==> src/rtl/fft_frame_sched.sv <==
`timescale 1ns/1ps
// Frame scheduler: buffers complex samples in a FIFO and releases them to an FFT
// pipeline in N-sample bursts, tracking frames in flight via the returned fft_oen.
module fft_frame_sched #(
  parameter int N            = 64,
  parameter int WIDTH        = 16,
  parameter int DEPTH        = 128,
  parameter int GAP          = 0,
  parameter int MAX_INFLIGHT = 2
) (
  input  logic                     clock,
  input  logic                     reset_n,
  input  logic                     s_valid,
  output logic                     s_ready,
  input  logic [WIDTH-1:0]         s_data_r,
  input  logic [WIDTH-1:0]         s_data_i,
  output logic                     fft_en,
  output logic [WIDTH-1:0]         fft_data_r,
  output logic [WIDTH-1:0]         fft_data_i,
  input  logic                     fft_oen,
  output logic                     frame_done,
  output logic [2:0]               inflight,
  output logic [$clog2(DEPTH):0]   level,
  output logic                     err,
  input  logic                     err_clr
);
  localparam int AW = $clog2(DEPTH);
  localparam int NW = $clog2(N);
  localparam int GW = (GAP > 1) ? $clog2(GAP) : 1;

  typedef enum logic [1:0] {S_IDLE, S_BURST, S_GAP} state_t;

  logic [2*WIDTH-1:0] r_mem [DEPTH];
  logic [AW-1:0]      r_wptr, r_rptr;
  logic [AW:0]        r_level;
  logic               r_rdy;
  state_t             r_state, w_nstate;
  logic [NW-1:0]      r_bcnt, r_ocnt, w_ocnt_nx;
  logic [GW-1:0]      r_gcnt;
  logic [2:0]         r_inflight;
  logic               r_fft_en, r_done, r_err;
  logic [WIDTH-1:0]   r_fft_r, r_fft_i;
  logic               w_push, w_pop, w_issue, w_done, w_drop, w_err, w_dec;

  assign s_ready    = r_rdy && (r_level != (AW+1)'(DEPTH));
  assign w_push     = s_valid && s_ready;
  assign w_issue    = (r_state == S_IDLE) && (r_level >= (AW+1)'(N)) &&
                      (r_inflight < 3'(MAX_INFLIGHT));
  assign level      = r_level;
  assign inflight   = r_inflight;
  assign fft_en     = r_fft_en;
  assign fft_data_r = r_fft_r;
  assign fft_data_i = r_fft_i;
  assign frame_done = r_done;
  assign err        = r_err;

  always_ff @(posedge clock)
    if (w_push) r_mem[r_wptr] <= {s_data_r, s_data_i};

  // Ending a burst through IDLE keeps fft_en continuous when the next frame is
  // already available, since IDLE issues on the very next edge.
  always_comb begin
    w_nstate = r_state;
    w_pop    = 1'b0;
    case (r_state)
      S_IDLE:  if (w_issue) begin w_nstate = S_BURST; w_pop = 1'b1; end
      S_BURST: begin
        w_pop = 1'b1;
        if (r_bcnt == NW'(N-1)) w_nstate = (GAP > 0) ? S_GAP : S_IDLE;
      end
      S_GAP:   if (r_gcnt == GW'(GAP-1)) w_nstate = S_IDLE;
      default: w_nstate = S_IDLE;
    endcase
  end

  always_comb begin
    w_done    = 1'b0;
    w_drop    = 1'b0;
    w_err     = 1'b0;
    w_ocnt_nx = r_ocnt;
    if (fft_oen) begin
      if (r_inflight == 3'd0 && r_ocnt == '0) w_err = 1'b1;
      else if (r_ocnt == NW'(N-1)) begin w_done = 1'b1; w_ocnt_nx = '0; end
      else w_ocnt_nx = r_ocnt + 1'b1;
    end else if (r_ocnt != '0) begin
      w_err     = 1'b1;
      w_drop    = 1'b1;
      w_ocnt_nx = '0;
    end
  end

  assign w_dec = (w_done || w_drop) && (r_inflight != 3'd0);

  always_ff @(posedge clock or negedge reset_n) begin
    if (!reset_n) begin
      r_rdy      <= 1'b0;
      r_wptr     <= '0;
      r_rptr     <= '0;
      r_level    <= '0;
      r_state    <= S_IDLE;
      r_bcnt     <= '0;
      r_gcnt     <= '0;
      r_ocnt     <= '0;
      r_inflight <= '0;
      r_fft_en   <= 1'b0;
      r_fft_r    <= '0;
      r_fft_i    <= '0;
      r_done     <= 1'b0;
      r_err      <= 1'b0;
    end else begin
      r_rdy   <= 1'b1;
      r_state <= w_nstate;
      if (w_push) r_wptr <= r_wptr + 1'b1;
      if (w_pop)  r_rptr <= r_rptr + 1'b1;
      if (w_push && !w_pop)      r_level <= r_level + 1'b1;
      else if (!w_push && w_pop) r_level <= r_level - 1'b1;
      // N is a power of two, so the burst counter wraps to 0 on the Nth pop
      if (w_pop) r_bcnt <= r_bcnt + 1'b1;
      r_gcnt <= (r_state == S_GAP && w_nstate == S_GAP) ? r_gcnt + 1'b1 : '0;
      r_fft_en <= w_pop;
      {r_fft_r, r_fft_i} <= w_pop ? r_mem[r_rptr] : '0;
      r_ocnt <= w_ocnt_nx;
      r_done <= w_done;
      if (w_issue && !w_dec)      r_inflight <= r_inflight + 1'b1;
      else if (!w_issue && w_dec) r_inflight <= r_inflight - 1'b1;
      r_err <= w_err || (r_err && !err_clr);
    end
  end
endmodule

==> config.mk <==
export PLATFORM = sky130hd
export DESIGN_NAME = fft_frame_sched
export DESIGN_NICKNAME = d
export VERILOG_FILES = /design/src/rtl/fft_frame_sched.sv
export SDC_FILE = /design/constraint.sdc
export NUM_CORES = 2
export LEC_CHECK = 0
export ABC_CLOCK_PERIOD_IN_PS = 4950
export CORE_MARGIN = 3
export CORE_UTILIZATION = 45
export CTS_BUF_LIST = sky130_fd_sc_hd__clkbuf_16
export DETAILED_ROUTE_END_ITERATION = 12
export DONT_BUFFER_PORTS = 1
export PLACE_DENSITY = 0.71
export SLEW_MARGIN = 20
export SYNTH_ARGS = -nofsm -noshare
export SYNTH_HDL_FRONTEND = slang
export SYNTH_SLANG_ARGS = --single-unit
==> constraint.sdc <==
create_clock -name clock -period 4.95 [get_ports clock]
set_clock_uncertainty 0.1 [all_clocks]
set_input_delay 0.2475 -clock clock [delete_from_list [all_inputs] [get_ports clock]]
set_output_delay 0.2475 -clock clock [all_outputs]
set_load 0.05 [all_outputs]
==> summary.md <==
| Metric | Value |
|---|---|
| Outcome | `complete, no violations` |
| Clock power frac | `42.4%` |
| Buffers & Inverters on Critical Path | `3` |
| First-pass GRT wire length | `between 600 and 700 mm` |
| Top_reg_cell synth | `edfxtp_1` |
| Mapped Cells | `between 7000 and 8000` |
| Later-pin clock latency in the skew report | `0.97 ns` |
| Most used cell, CP | `buf_12` |
| Drt total wl | `429 mm` |
| Via density | `6.26` |
| Yosys cell types | `70` |
| FMAX | `217 MHz` |
| Post-synth EDFFs | `4096` |
| Tmin final | `around 4.6 ns` |
| Met3 usage in global routing | `5.18%` |
| Number of buffers added on ports | `0` |
| Required time worst endpoint | `5.59 ns` |
| Slew headroom | `11.5%` |
| Fraction of layout cells with a size suffix above 1 | `26.3%` |
| Worst reg2reg setup slack | `~0.34 ns` |
| Via count | `79800` |
| Wirelength per Cell | `33.7 um` |
| GR Util All Layers | `approximately a quarter` |
| Worst path cell trace | `buf_12, buf_12, buf_4, mux4_2, a221oi_1, o21ai_0, a311oi_2, nor3_1` |
| Switching Share | `21.1%` |
| Setup WS pre-CTS | `-0.263 ns` |
| VDD IR max | `0.426 mV` |
| Ratio of final minimum period to clock period | `around 93%` |
| Final setup violating endpoints | `0` |
| Die area | `0.363 mm2` |
| Sequential cell area | `about 0.12 mm2` |
| Fin worst setup slack | `about 0.34 ns` |
| GR Overflow Total | `0` |
| Top post-synthesis cells by count | `edfxtp_1, mux4_2, mux2i_1, nor2_1, o21ai_0` |
| Initial antenna violation count | `25` |
| Post-Layout Cell Count | `12700` |
| Worst path slowest cell | `dfrtp_4` |
| Initial Util | `between 40 and 50%` |
| Post-synth ARST share | `1.82%` |
| Synth-to-Final Area Change | `14.3%` |
| FILL cells | `26500` |
| Tightest Pin Transition | `1.31 ns` |
| Static Leak | `57.9 nW` |
| CTS H-tree lvls | `5` |
| Hold Vio Cnt, Final | `0` |
| Sw Pwr | `15.2 mW` |
| Clock sinks | `4172` |
| Comb pwr share | `under 10%` |
| Core Util, Final | `51.8%` |
| Area share of the largest cell type after synthesis | `76.7%` |
| M1 GR Usage | `31.5%` |
| Max-Cap Viols | `0` |
| Synth Register Bits | `4172` |
| I/O pin cnt | `84` |
| Inserted Clock Buffers | `408` |
| Die boundary height | `603 um` |
| Ys Warns | `0` |
| Nets | `7719` |
| Placed Cells incl. Taps | `11900` |
| Internal power | `56.8 mW` |
| Register area share after synthesis | `77.9%` |
| HPWL Detailed | `235 mm` |
| Number of global-route vias before repair | `79300` |
| DRT iter0 DRCs | `13200` |
| RD Place Congestion | `0.851` |
| RSZ-0062 raised after global routing | `no` |
| CP endpoint kind | `register` |
| Worst Path Arrival | `approximately 5.3 ns` |
| CTS root buffer | `clkbuf_16` |
| Reg power frac | `54.8%` |
| Clock Tree Buf Depth | `4` |
| Row count | `218` |
| Largest cells by area after synthesis | `edfxtp_1, mux4_2, mux2i_1` |
| CTS tree | `built` |
| Count leader, synth | `edfxtp_1` |
| Worst-path clk slew | `0.06 ns` |
| Post-synthesis net count | `between 7000 and 8000` |
| Mapped Avg Cell Area | `22.2 um2` |
| Pwr/cell area | `between 300 and 400 mW/mm2` |
| Fin. max-slew vios | `0` |
| DRC violations left | `0` |
| Top cell family by delay on the critical path | `compound AO/OA/AOI/OAI gates` |
| GRT met2 Usage | `between 30 and 40%` |
| Worst path max stage delay | `1.02 ns` |
| Die X | `603 um` |
| Largest net degree at the start of global routing | `about 130` |
| Antenna Nets Post-Route | `0` |
| Crit path launch type | `register` |
| Core area | `0.354 mm2` |
| Area leader, netlist | `edfxtp_1` |
| Pre-antenna DRT Iters | `8` |
| Max Fanout on Critical Path | `31` |
| Setup CP Type | `reg -> reg` |
| Hold Crit Class | `in -> reg` |
| Mapped Area | `about 0.16 mm2` |
| Area occupied by multi-input gates | `0.0341 mm2` |
| GRT Max-Usage Layer | `met2` |
[cell usage in the layout (no fill, tap or decap), types with 34 or more instances in the layout]
master and count:
o221ai_1 35, clkinv_2 92, clkinv_1 70, nand2b_1 55
nor2_1 77, nand3_1 51, mux2i_1 509, a22oi_1 106
buf_16 34, a21oi_1 68, mux2_2 36, buf_12 65
mux4_2 905, edfxtp_1 4096, a31oi_1 47, clkbuf_16 411
dfrtp_1 69, bufinv_16 39, nand2_1 109, dlygate4sd3_1 38
a221oi_1 77, inv_1 102, nor2_4 131, o21ai_0 131
buf_4 301
[routing by layer]
layer	wire, um	part of all wire [%]
met4	21900	5.1
met1	156000	36
met3	49000	11
met5	66	0.015
met2	202000	47
[layout make-up]
type | instances | area share [%]
Sequential cell | 4172 | 68.2
Multi-Input combinational cell | 2630 | 18.6
Clock buffer | 411 | 5.62
Tap cell | 4730 | 3.23
Timing Repair Buffer | 439 | 2.67
Clock inverter | 336 | 1.61
Inverter | 15 | 0.0348
Antenna cell | 12 | 0.0164
[final timing paths]
check / start / cells past startpoint / end
max: r_rptr[0] / 8 / fft_data_r[12]
min: fft_oen / 2 / frame_done
max reg2reg: r_rptr[0] / 8 / fft_data_r[12]
min reg2reg: r_gcnt / 1 / r_gcnt
max in group asynchronous: reset_n / 4 / r_rptr[2]
min in group asynchronous: reset_n / 4 / r_ocnt[4]
[cell families after synthesis]
kind of cell    count (synthesis)  synth area share (%)
flops                        4172                  77.9
mux                          1450                  16.1
compound gates                591                  2.55
simple gates                  544                  1.58
buf+inv                       422                  1.53
xor+xnor                       28                 0.153
fa+ha+maj                      16                 0.134
other cells                     1               0.00234
[power groups by stage]
stage                     logic [mW]  clock network (mW)  registers [mW]
after floorplan                0.628                   0            40.2
after global placement          1.20                   0            40.1
after detailed placement        1.22                   0            40.2
after CTS                       1.99                30.8            39.4
after global routing            2.10                32.2            39.5
final                           2.01                30.6            39.5
[sequential cells by signal, summed over array words and instances (netlist names), 3 cells and up]
name        count
fft_data_i     16
fft_data_r     16
inflight        3
level           8
r_bcnt          6
r_mem        4096
r_ocnt          6
r_rptr          7
r_wptr          7
[what timing repair did]
action | CTS | global route
hold endpoints to repair | 4186 | 0
gates resized for setup | 1 | 0
buffers inserted | 1 | 0
setup endpoints to repair | 1 | 0
hold buffers | 72 | 0
[per-stage QoR]
stage / hold WS (ns) / instance area, um2 / power (mW) / TNS (ns)
6_report: 0.131 / 183000 / 72.0 / 0
5_1_grt: 0.118 / 183000 / 73.8 / 0
4_1_cts: 0.0300 / 183000 / 72.3 / 0
3_5_place_dp: -0.145 / 169000 / 41.4 / -0.263
3_3_place_gp: -0.145 / 168000 / 41.3 / -0.335
2_1_floorplan: -0.148 / 160000 / 40.8 / 0
[worst register-to-register path, stage by stage (launching register included)]
cell	delay, ns
dfrtp_4	1.02
buf_12	0.28
buf_12	0.29
buf_4	0.30
mux4_2	0.56
a221oi_1	0.51
o21ai_0	0.37
a311oi_2	0.64
nor3_1	0.32
Power figures use the tool's default switching activity.
